[config.mk]
export PLATFORM = sky130hd
export DESIGN_NAME = axi_burst_master_p
export DESIGN_NICKNAME = d
export VERILOG_FILES = /design/src/rtl/axi_burst_master_p.sv
export SDC_FILE = /design/constraint.sdc
export NUM_CORES = 1
export LEC_CHECK = 0
export CORE_MARGIN = 2
export CORE_UTILIZATION = 38
export DETAILED_ROUTE_END_ITERATION = 6
export GPL_TIMING_DRIVEN = 0
export PLACE_DENSITY = 0.79
export SLEW_MARGIN = 20
export SYNTH_ARGS = -nofsm -noshare
export SYNTH_HDL_FRONTEND = slang
export SYNTH_SLANG_ARGS = --single-unit
[constraint.sdc]
create_clock -name m_axi_aclk -period 3.9 [get_ports m_axi_aclk]
set_input_delay 0.78 -clock m_axi_aclk [delete_from_list [all_inputs] [get_ports m_axi_aclk]]
set_output_delay 0.78 -clock m_axi_aclk [all_outputs]
set_load 0.03 [all_outputs]
[src/rtl/axi_burst_master_p.sv]
// Parametrised AXI4 burst master: one command at a time, IDLE->CHECK->addr->data->resp->FIN, done 2+ cycles after accept.
// Backpressure: data passes straight through valid/ready; stalls past TIMEOUT_CYC pulse timeout_err (resp/read-data phases abort).
module axi_burst_master_p #(
    parameter int DATA_W      = 32,
    parameter int ADDR_W      = 32,
    parameter int ID_W        = 3,
    parameter int TIMEOUT_CYC = 16
) (
    input  logic                  m_axi_aclk,
    input  logic                  m_axi_areset,
    input  logic                  cmd_valid,
    output logic                  cmd_ready,
    input  logic                  cmd_wr,
    input  logic [ADDR_W-1:0]     cmd_addr,
    input  logic [7:0]            cmd_len,
    input  logic [1:0]            cmd_burst,
    input  logic [DATA_W-1:0]     wd_data,
    input  logic [DATA_W/8-1:0]   wd_strb,
    input  logic                  wd_valid,
    output logic                  wd_ready,
    output logic [DATA_W-1:0]     rd_data,
    output logic [1:0]            rd_resp,
    output logic                  rd_last,
    output logic                  rd_valid,
    input  logic                  rd_ready,
    output logic                  done,
    output logic [1:0]            done_resp,
    output logic                  timeout_err,
    output logic [ID_W-1:0]       m_axi_awid,
    output logic [ADDR_W-1:0]     m_axi_awaddr,
    output logic [7:0]            m_axi_awlen,
    output logic [2:0]            m_axi_awsize,
    output logic [1:0]            m_axi_awburst,
    output logic                  m_axi_awvalid,
    input  logic                  m_axi_awready,
    output logic [DATA_W-1:0]     m_axi_wdata,
    output logic [DATA_W/8-1:0]   m_axi_wstrb,
    output logic                  m_axi_wlast,
    output logic                  m_axi_wvalid,
    input  logic                  m_axi_wready,
    input  logic [ID_W-1:0]       m_axi_bid,
    input  logic [1:0]            m_axi_bresp,
    input  logic                  m_axi_bvalid,
    output logic                  m_axi_bready,
    output logic [ID_W-1:0]       m_axi_arid,
    output logic [ADDR_W-1:0]     m_axi_araddr,
    output logic [7:0]            m_axi_arlen,
    output logic [2:0]            m_axi_arsize,
    output logic [1:0]            m_axi_arburst,
    output logic                  m_axi_arvalid,
    input  logic                  m_axi_arready,
    input  logic [ID_W-1:0]       m_axi_rid,
    input  logic [DATA_W-1:0]     m_axi_rdata,
    input  logic [1:0]            m_axi_rresp,
    input  logic                  m_axi_rlast,
    input  logic                  m_axi_rvalid,
    output logic                  m_axi_rready
);

    localparam int BYTES = DATA_W / 8;
    localparam int SIZE  = $clog2(BYTES);
    localparam int CNT_W = $clog2(TIMEOUT_CYC + 1);

    typedef enum logic [2:0] {
        IDLE, CHECK, WADDR, WDATA, WRESP, RADDR, RDATA, FIN
    } state_t;

    state_t              state, state_nxt;
    logic                wr_r;
    logic [ADDR_W-1:0]   addr_r;
    logic [7:0]          len_r;
    logic [1:0]          burst_r;
    logic [ID_W-1:0]     tag;
    logic [7:0]          beat, beat_nxt;
    logic [1:0]          resp_acc, resp_nxt;
    logic [CNT_W-1:0]    stall;
    logic                hs, active, timeout_hit, illegal;
    logic [15:0]         span;
    logic [ADDR_W-1:0]   addr_aligned;

    function automatic logic [1:0] worst(input logic [1:0] a, input logic [1:0] b);
        return (a > b) ? a : b;
    endfunction

    assign timeout_hit  = (stall == CNT_W'(TIMEOUT_CYC - 1));
    assign addr_aligned = addr_r & ~ADDR_W'(BYTES - 1);
    assign span         = 16'(addr_r[11:0]) + ((16'(len_r) + 16'd1) << SIZE);

    always_comb begin
        illegal = 1'b0;
        case (burst_r)
            2'b00:   illegal = (len_r > 8'd15);
            2'b01:   illegal = (span > 16'd4096);
            2'b10:   illegal = !(len_r inside {8'd1, 8'd3, 8'd7, 8'd15});
            default: illegal = 1'b1;
        endcase
    end

    always_comb begin
        state_nxt     = state;
        resp_nxt      = resp_acc;
        beat_nxt      = beat;
        hs            = 1'b0;
        active        = 1'b0;
        cmd_ready     = 1'b0;
        wd_ready      = 1'b0;
        rd_data       = '0;
        rd_resp       = 2'b00;
        rd_last       = 1'b0;
        rd_valid      = 1'b0;
        done          = 1'b0;
        done_resp     = 2'b00;
        timeout_err   = 1'b0;
        m_axi_awid    = '0;
        m_axi_awaddr  = '0;
        m_axi_awlen   = 8'd0;
        m_axi_awsize  = 3'd0;
        m_axi_awburst = 2'b00;
        m_axi_awvalid = 1'b0;
        m_axi_wdata   = '0;
        m_axi_wstrb   = '0;
        m_axi_wlast   = 1'b0;
        m_axi_wvalid  = 1'b0;
        m_axi_bready  = 1'b0;
        m_axi_arid    = '0;
        m_axi_araddr  = '0;
        m_axi_arlen   = 8'd0;
        m_axi_arsize  = 3'd0;
        m_axi_arburst = 2'b00;
        m_axi_arvalid = 1'b0;
        m_axi_rready  = 1'b0;
        case (state)
            IDLE: begin
                cmd_ready = !m_axi_areset;
                if (cmd_valid && !m_axi_areset) begin
                    state_nxt = CHECK;
                    resp_nxt  = 2'b00;
                end
            end
            CHECK: begin
                if (illegal) begin
                    resp_nxt  = 2'b10;
                    state_nxt = FIN;
                end else begin
                    state_nxt = wr_r ? WADDR : RADDR;
                end
            end
            WADDR: begin
                active        = 1'b1;
                m_axi_awvalid = 1'b1;
                m_axi_awid    = tag;
                m_axi_awaddr  = addr_aligned;
                m_axi_awlen   = len_r;
                m_axi_awsize  = 3'(SIZE);
                m_axi_awburst = burst_r;
                hs            = m_axi_awready;
                if (hs) begin
                    beat_nxt  = 8'd0;
                    state_nxt = WDATA;
                end
            end
            WDATA: begin
                active       = 1'b1;
                m_axi_wvalid = wd_valid;
                m_axi_wdata  = wd_data;
                m_axi_wstrb  = wd_strb;
                m_axi_wlast  = (beat == len_r);
                wd_ready     = m_axi_wready;
                hs           = wd_valid && m_axi_wready;
                if (hs) begin
                    beat_nxt = beat + 8'd1;
                    if (beat == len_r)
                        state_nxt = WRESP;
                end
            end
            WRESP: begin
                active = 1'b1;
                if (timeout_hit) begin
                    resp_nxt  = 2'b11;
                    state_nxt = FIN;
                end else begin
                    m_axi_bready = 1'b1;
                    hs           = m_axi_bvalid;
                    if (hs) begin
                        resp_nxt  = worst(worst(resp_acc, m_axi_bresp),
                                          (m_axi_bid != tag) ? 2'b10 : 2'b00);
                        state_nxt = FIN;
                    end
                end
            end
            RADDR: begin
                active        = 1'b1;
                m_axi_arvalid = 1'b1;
                m_axi_arid    = tag;
                m_axi_araddr  = addr_aligned;
                m_axi_arlen   = len_r;
                m_axi_arsize  = 3'(SIZE);
                m_axi_arburst = burst_r;
                hs            = m_axi_arready;
                if (hs) begin
                    beat_nxt  = 8'd0;
                    state_nxt = RDATA;
                end
            end
            RDATA: begin
                active  = 1'b1;
                rd_data = m_axi_rdata;
                rd_resp = m_axi_rresp;
                rd_last = m_axi_rlast;
                if (timeout_hit) begin
                    resp_nxt  = 2'b11;
                    state_nxt = FIN;
                end else begin
                    rd_valid     = m_axi_rvalid;
                    m_axi_rready = rd_ready;
                    hs           = m_axi_rvalid && rd_ready;
                    if (hs) begin
                        // ID mismatch or rlast disagreeing with the beat count both flag SLVERR
                        resp_nxt = worst(worst(resp_acc, m_axi_rresp),
                                         ((m_axi_rid != tag) || (m_axi_rlast != (beat == len_r)))
                                         ? 2'b10 : 2'b00);
                        beat_nxt = beat + 8'd1;
                        if (m_axi_rlast)
                            state_nxt = FIN;
                    end
                end
            end
            FIN: begin
                done      = 1'b1;
                done_resp = resp_acc;
                state_nxt = IDLE;
            end
            default: state_nxt = IDLE;
        endcase
        timeout_err = active && timeout_hit && !hs;
    end

    always_ff @(posedge m_axi_aclk or posedge m_axi_areset) begin
        if (m_axi_areset) begin
            state    <= IDLE;
            wr_r     <= 1'b0;
            addr_r   <= '0;
            len_r    <= 8'd0;
            burst_r  <= 2'b00;
            tag      <= '0;
            beat     <= 8'd0;
            resp_acc <= 2'b00;
            stall    <= '0;
        end else begin
            state    <= state_nxt;
            beat     <= beat_nxt;
            resp_acc <= resp_nxt;
            if (state == IDLE && cmd_valid) begin
                wr_r    <= cmd_wr;
                addr_r  <= cmd_addr;
                len_r   <= cmd_len;
                burst_r <= cmd_burst;
            end
            if (state == FIN)
                tag <= tag + ID_W'(1);
            // In address/write-data phases the counter just restarts so valids stay asserted
            if (state_nxt != state || hs)
                stall <= '0;
            else if (active)
                stall <= timeout_hit ? '0 : stall + CNT_W'(1);
        end
    end

endmodule

# ---- Word-level counts from Yosys, hierarchy flattened
# Cells that the tools add are included.
dict set report word_totals {
  register_bits 64
  latchBits 0
  ramBits 0
  romBits 0
  in_bits 132
  out_inout_bits 180
  mem_count 0
}
dict set report op_classes {
  add_sub_neg 5
  multipliers 0
  n_div 0
  order_cmp 6
  n_eq_ne 28
  n_shift 0
  mux 69
  bitwise_logic 0
  n_reduce_logical 20
}
# operator count
set ops {}
lappend ops {{$mux 32} 4}
lappend ops {{$mux 8} 7}
lappend ops {{$mux 3} 14}
lappend ops {{$mux 2} 18}
lappend ops {{$pmux 8 s4} 1}
lappend ops {{$pmux 3 s8} 1}
lappend ops {{$mux 1} 17}
lappend ops {{$mux 5} 3}
lappend ops {{$ne 2x2->1 const B} 7}
lappend ops {{$add 12x11->13} 1}
lappend ops {{$gt 13x13->1 const B} 1}
lappend ops {{$eq 3x3->1 const B} 4}
lappend ops {{$reduce_bool 4->1} 3}
lappend ops {{$add 8x1->9 const B} 1}
lappend ops {{$ne 3x3->1} 3}
lappend ops {{$add 8x1->8 const B} 1}
lappend ops {{$eq 8x1->1 const B} 1}
lappend ops {{$eq 8x2->1 const B} 1}
lappend ops {{$eq 8x3->1 const B} 1}
lappend ops {{$eq 8x4->1 const B} 1}
lappend ops {{$eq 8x8->1} 1}
lappend ops {{$gt 2x2->1} 4}
lappend ops {{$gt 8x4->1 const B} 1}
lappend ops {{$pmux 2 s4} 1}
lappend ops {{21 further kinds} 31}

# ---- Longest topological paths before layout
# Gate-level depths: netlist (run 1).
dict set report logic_depth {
  ltp_word 9
  depth_mapped 13
  ltp_nobuf 12
}

# ---- Least setup slack after synthesis (run 1)
# OpenSTA, ideal clock, no wires.
dict set report synth_path {
  kind {register to output}
  startpoint {reg state[0]}
  endpoint {out timeout_err}
  arrival_time_ns 2.027
  required_ns 3.120
  path_slack_ns 1.093
  path_stages_with_launch 7
  n_path_buf 2
  cell_sequence {dfrtp_1 -> clkbuf_1 -> clkbuf_1 -> nand2_1 -> nor2_1 -> a21oi_1 -> and3_1}
}
dict set report synth_between {
  elab_chain_len 5
}
# element line
set synth_rtl {}
lappend synth_rtl {{from (decl)} 68} ;# state_t state, state_nxt;
lappend synth_rtl {{from (signal assigned)} 250} ;# state <= state_nxt;
lappend synth_rtl {{$eq 3x3->1 or $eq 3x2->1 (tied branches)} 132} ;# case (state)
lappend synth_rtl {{$reduce_or 5->1 (no line)} n/a}
lappend synth_rtl {{$mux 1} 132}
lappend synth_rtl {{$logic_and 1x1->1} 235} ;# timeout_err = active && timeout_hit && !hs;
lappend synth_rtl {{$logic_and 1x1->1 *} 235}
lappend synth_rtl {{to (decl)} 28} ;# output logic timeout_err,
# Mark *: on every way between the ends. The rest lies on a longest branch, timed or not.

# ---- Worst setup path after layout (run 1)
dict set report layout_path {
  startpoint {reg stall[0]}
  endpoint {out timeout_err}
}
dict set report layout_between {
  elab_chain_len 5
}
# element line
set layout_rtl {}
lappend layout_rtl {{from (decl)} 76} ;# logic [CNT_W-1:0] stall;
lappend layout_rtl {{from (signal assigned)} 265} ;# stall <= timeout_hit ? '0 : stall + CNT_W'(1);
lappend layout_rtl {{$eq 5x4->1 *} 85} ;# assign timeout_hit = (stall == CNT_W'(TIMEOUT_CYC - 1));
lappend layout_rtl {{$mux 1 (on tied branches)} {210, 178}}
lappend layout_rtl {{$pmux 1 s5} 132}
lappend layout_rtl {{$logic_not 1->1} 235}
lappend layout_rtl {{$logic_and 1x1->1 *} 235}
# Marked as above.

==> metrics.yaml, run 1 <==
initialDrtViolationCount: 258
clk_latency_ns: 0.33
power_density_mw_per_mm2: 715
ys_dominant_reg_cell: "dfrtp_1"
worstPathArrival_ns: 2.93
antenna_found_initial: 3
path_cells: "ha_1 -> nand4_1 -> nand2_1 -> inv_1 -> a221oi_1 -> and3_1 -> clkdlybuf4s50_1"
final_cells: 1091
tns_ns: 0
cts_max_level: 3
cpMaxStageDelayCell: "clkdlybuf4s50_1"
vdd_drop_max_v: 0.000365
cp-start-kind: "flip-flop"
synth_edf_count: 0
rsz0062_at_grt: "yes"
hold_class: "reg2reg"
gr-total-overflow: 0
placed_cells: 1075
syn_inst: 588
die_area_mm2: 0.0144
fin_crit_ns: 3.71
p_leak_uw: 0.00358
drt_wl_total_mm: 18.4
yosysSeqAreaShare: 0.313
die_h_um: 120
cp_top_family: "simple AND/OR/NAND/NOR gates"
drt-pass1-iter-count: 4
crit_fanout: 7
final_nets: 1068
clock_sinks: 64
skew_ns: 0.00501
cts_tree: "built"
cts_buffer_depth: 2
report.final.hold_viol_count: 0
outcome: "complete, no violations"
fp-row-count: 42
finalMaxSlewViolations: 0
layout_common_cells: "303 x clkdlybuf4s50_1, 151 x and2_1, 64 x dfrtp_1"
maxCapViolations: 0
grt_pass1_vias: 5069
critPathMaxStageDelay_ns: 0.68
grt_use_met2: 0.394
critPathBufInv: 2
cts_setup_buffers: 0
via_per_inst: 4.86
maxSlewHeadroom: 0.535
core_area_mm2: 0.0132
grtUsageMet3: 0.0608
fmax_mhz: 269
start_util: 0.387
holdWs_ns: 0.497
grt_max_degree: 53
cp-end-kind: "primary output"
crit_required_ns: 3.12
fin_ws_ns: 0.186
gp_congestion: 0.891
grt_pass1_wl_mm: 27.9
grt_busiest_layer: "met2"
dr_total_vias: 5298
cts.clk_slew.worst_paths_ns: 0.05
synth_async_sr_flop_share: 1.00
syn2layout_area_growth_pct: 70.1
ys_ff_latch: 64
pin_count: 312
mostFrequentLayoutCell: "clkdlybuf4s50_1"
drc_errors: 0
die_w_um: 120
tightest_slew_ns: 0.687
pre_cts_ws_ns: 0.344
syn-cell-area_mm2: 0.00511
setup.worst_path.class: "reg2out"
hpwl_mm: 14.9
total_power_uw: 6220
ant_nets: 0
portBuffers: 303
yosys_warnings: 0
post-route-period-util: 0.952
numCtsBuffers: 9
track_usage: 0.251
ys_types: 63
setup_viol: 0
syn_avg_cell_area_um2: 8.69
gr-usage-met1: 0.346
clockRootBuffer: "clkbuf_16"
drt-wirelength-per-cell_um: 16.8
drive_gt1_frac: 0.0768
[worst reg2reg max path: cells and delay by family (launching register included)]
family,cells,cell delay (ns)
and+or+nand+nor,5,1.29
xor gates and xnor gates,1,0.18
DFF,1,0.31
AOI/OAI and AO/OA,3,0.60
adders and majority gates,1,0.30
buffers and inverters,1,0.36
[per-stage QoR]
step | util | area (um^2)
after detailed placement | 0.638 | 8420
after global routing | 0.659 | 8690
after global placement | 0.636 | 8390
after floorplan | - | 5140
after CTS | 0.658 | 8680
final | 0.659 | 8690
[routing by layer]
layer	up-vias	share of wire
li1	2637	-
met1	2466	0.44
met2	171	0.47
met3	22	0.079
met4	2	0.012
met5	-	0.00044
[synthesized netlist by cell type (all sizes together) (5+ instances only)]
master,count,area (um^2)
a21oi,17,85.1
and2,151,945
and3,5,31.3
buf,15,105
clkbuf,28,105
dfrtp,64,1600
ha,25,313
inv,19,71.3
mux2,42,473
mux2i,5,50.1
nand2,32,120
nand3,11,55.1
nand4,5,37.5
nor2,27,101
nor2b,6,37.5
nor3,17,85.1
o21ai,31,155
xnor2,14,123
xor2,13,114
[power breakdown]
| group | internal (uW) | switching, uW |
|---|---|---|
| registers | 955 | 270 |
| logic | 1830 | 2440 |
| clock network | 452 | 273 |
[final timing paths]
check	from	endpoint	slack, ns	cells after the start
max in group asynchronous	m_axi_areset	addr_r[1]	2.57	3
min in group asynchronous	m_axi_areset	tag[1]	0.81	2
min reg2reg	addr_r[19]	addr_r[19]	0.50	1
max	stall[0]	timeout_err	0.19	7
min	addr_r[19]	addr_r[19]	0.50	1
max reg2reg	len_r[2]	resp_acc[1]	0.73	11
[cell type report]
type / count / area [um^2]
Tap cell: 176 / 220
Sequential cell: 64 / 1600
Clock buffer: 12 / 256
Multi-Input combinational cell: 468 / 3250
Timing Repair Buffer: 304 / 3060
Clock inverter: 1 / 5.00
Antenna cell: 3 / 7.51
Inverter: 20 / 77.6
Fill cell: 1166 / 4500
Buffer: 43 / 215
[flip-flops by register name, summed over array words and instances, names as in the netlist]
signal,count
stall,5
beat,8
burst_r,2
resp_acc,2
wr_r,1
addr_r,32
len_r,8
tag,3
state,3
[logic make-up (layout without fill, tap and decap cells)]
family,after synthesis,in the layout,share of synthesized area
flops,64,64,0.313
xor+xnor,27,27,0.0463
buf+inv,63,380,0.0558
simple gates,278,278,0.311
other cells,1,11,0.000734
fa+ha+maj,26,26,0.0651
compound gates,82,82,0.105
mux,47,47,0.102
[timing repair]
action / in CTS / in global routing
resized for setup: 0 / 9
hold buffers: 0 / 0
endpoints found under the setup margin: 0 / 25
Note: power is estimated with default switching activity, not from simulation.
==> inputs of run 2 (changes only) <==
Settings changed: CORE_MARGIN 2 to 4.
==> run 2 against run 1 <==
Clock skew increased by 0.0015 ns. Clock power up 19%. Setup slack worse by 0.052 ns. Highest routed layer unchanged. Largest power group unchanged. Utilization grew 0.34 points. Wire length grew 3.6%. Clock-buffer cell count increased by 1. Critical path depth did not move. Design area rose by 0.52%. Die area rose by 6.8%. Final cell count barely moved. Register-to-register slack got worse by 0.12 ns.
==> metrics.yaml, run 2 (synthesis results as in run 1) <==
dr_total_vias: 5325
fmax_mhz: 266
tightest_slew_ns: 0.623
worstPathArrival_ns: 2.99
core_area_mm2: 0.0132
clock_sinks: 64
numCtsBuffers: 9
pwr-share-clk: 0.136
die_w_um: 124
pin_count: 312
grt_pass1_wl_mm: 28.5
startpoint: "state[2]"
track_usage: 0.240
ff2ff_setup_slack_ns: 0.61
crit_fanout: 10
total_power_uw: 6370
rsz0062_at_grt: "yes"
hpwl_mm: 15.4
vdd_drop_max_v: 0.000336
gp_congestion: 0.861
regMostFlops: "addr_r"
fin_crit_ns: 3.77
portBuffers: 303
utilization: 0.662
rr_endpoint: "resp_acc[1]"
maxSlewHeadroom: 0.578
report.final.hold_viol_count: 0
grt_max_degree: 39
initialDrtViolationCount: 388
gr-total-overflow: 0
start_util: 0.387
reg_top3: "addr_r x32, beat x8, len_r x8"
pre_cts_ws_ns: 0.309
cts_max_level: 3
intPower_uw: 3360
finalMaxSlewViolations: 0
syn2layout_area_growth_pct: 71.0
fp-row-count: 42
skew_ns: 0.00647
p_sw_frac: 0.473
setup.worst_path.class: "reg2out"
antenna_found_initial: 6
die_area_mm2: 0.0154
setup_viol: 0
seq_area_mm2: 0.00160
power_density_mw_per_mm2: 729
min_path_cells: 1
drt_wl_total_mm: 19.0
power.switching_uw: 3010
grt_pass1_vias: 5242
drive_gt1_frac: 0.0776
fillers: 1128
p_comb_frac: 0.672
final_cells: 1092
dpl_cell_area_mm2: 0.00841
cts.clk_slew.worst_paths_ns: 0.05
layout_common_cells: "303 x clkdlybuf4s50_1, 151 x and2_1, 64 x dfrtp_1"
cp-end-kind: "primary output"
cts_tree: "built"
fin_ws_ns: 0.134
hold_class: "reg2reg"
p_seq_frac: 0.192
clockRootBuffer: "clkbuf_16"
endpoint: "timeout_err"
cts_setup_buffers: 0
drt-wirelength-per-cell_um: 17.4
multi_input_area_mm2: 0.00325
cp-start-kind: "flip-flop"
clk_latency_ns: 0.33
final_nets: 1068
mostFrequentLayoutCell: "clkdlybuf4s50_1"
via_per_inst: 4.88
die_h_um: 124
regToRegStartpoint: "len_r[2]"
largest_reg_flops: 32
outcome: "complete, no violations"
p_leak_uw: 0.00360
maxCapViolations: 0
placed_cells: 1075
r2r_cells: 13
cts_buffer_depth: 2
post-route-period-util: 0.966
drc_errors: 0
crit_required_ns: 3.12
drt-pass1-iter-count: 4
fin_area_mm2: 0.00874
ant_nets: 0
-- run 2: layout make-up --
cell class,count,area share
Sequential cell,64,0.183
Inverter,20,0.00931
Antenna cell,1,0.000286
Multi-Input combinational cell,468,0.372
Clock buffer,13,0.0286
Clock inverter,3,0.00745
Timing Repair Buffer,304,0.349
Buffer,43,0.0246
Tap cell,176,0.0252
-- run 2: worst min-delay path by stage --
| stage | from | to | slack (ns) |
|---|---|---|---|
| 6_report | addr_r[13] | addr_r[13] | 0.49 |
| 5_1_grt | addr_r[15] | addr_r[15] | 0.52 |
| 4_1_cts | addr_r[13] | addr_r[13] | 0.49 |
| 3_5_place_dp | addr_r[13] | addr_r[13] | 0.48 |
| 3_3_place_gp | addr_r[13] | addr_r[13] | 0.48 |
| 2_1_floorplan | addr_r[17] | addr_r[17] | 0.46 |
-- run 2: worst max-delay path, cell delays in order, from the launching register on --
cell             delay (ns)
dfrtp_1                0.32
clkbuf_1               0.34
clkinvlp_4             0.32
nand2_1                0.30
o22ai_1                0.15
a221oi_1               0.30
and3_1                 0.24
clkdlybuf4s50_1        0.68
-- run 2: power groups by stage --
| stage | registers, uW | logic (uW) | clock network [uW] |
|---|---|---|---|
| finish | 1230 | 4280 | 866 |
| CTS | 1230 | 4280 | 879 |
| floorplan | 1140 | 2830 | 0 |
| detailed placement | 1240 | 4240 | 0 |
| global placement | 1230 | 4190 | 0 |
| global route | 1270 | 4660 | 906 |
-- run 2: layer usage --
| layer | vias up | global-route usage | part of all wire |
|---|---|---|---|
| met5 | - | 0 | 0.0032 |
| met4 | 10 | 0.0623 | 0.017 |
| met3 | 30 | 0.0708 | 0.067 |
| met2 | 168 | 0.387 | 0.49 |
| met1 | 2492 | 0.316 | 0.43 |
| li1 | 2625 | - | - |
-- run 2: stage by stage --
step	hold slack, ns	setup TNS (ns)
2_1_floorplan	0.464	0
3_3_place_gp	0.475	0
3_5_place_dp	0.483	0
4_1_cts	0.494	0
5_1_grt	0.525	-0.0394
6_report	0.488	0
-- run 2: timing repair --
| item | CTS | global route |
|---|---|---|
| resized for setup | 0 | 9 |
| hold buffers | 0 | 0 |
| endpoints found under the setup margin | 0 | 16 |
| endpoints found under the hold margin | 0 | 0 |
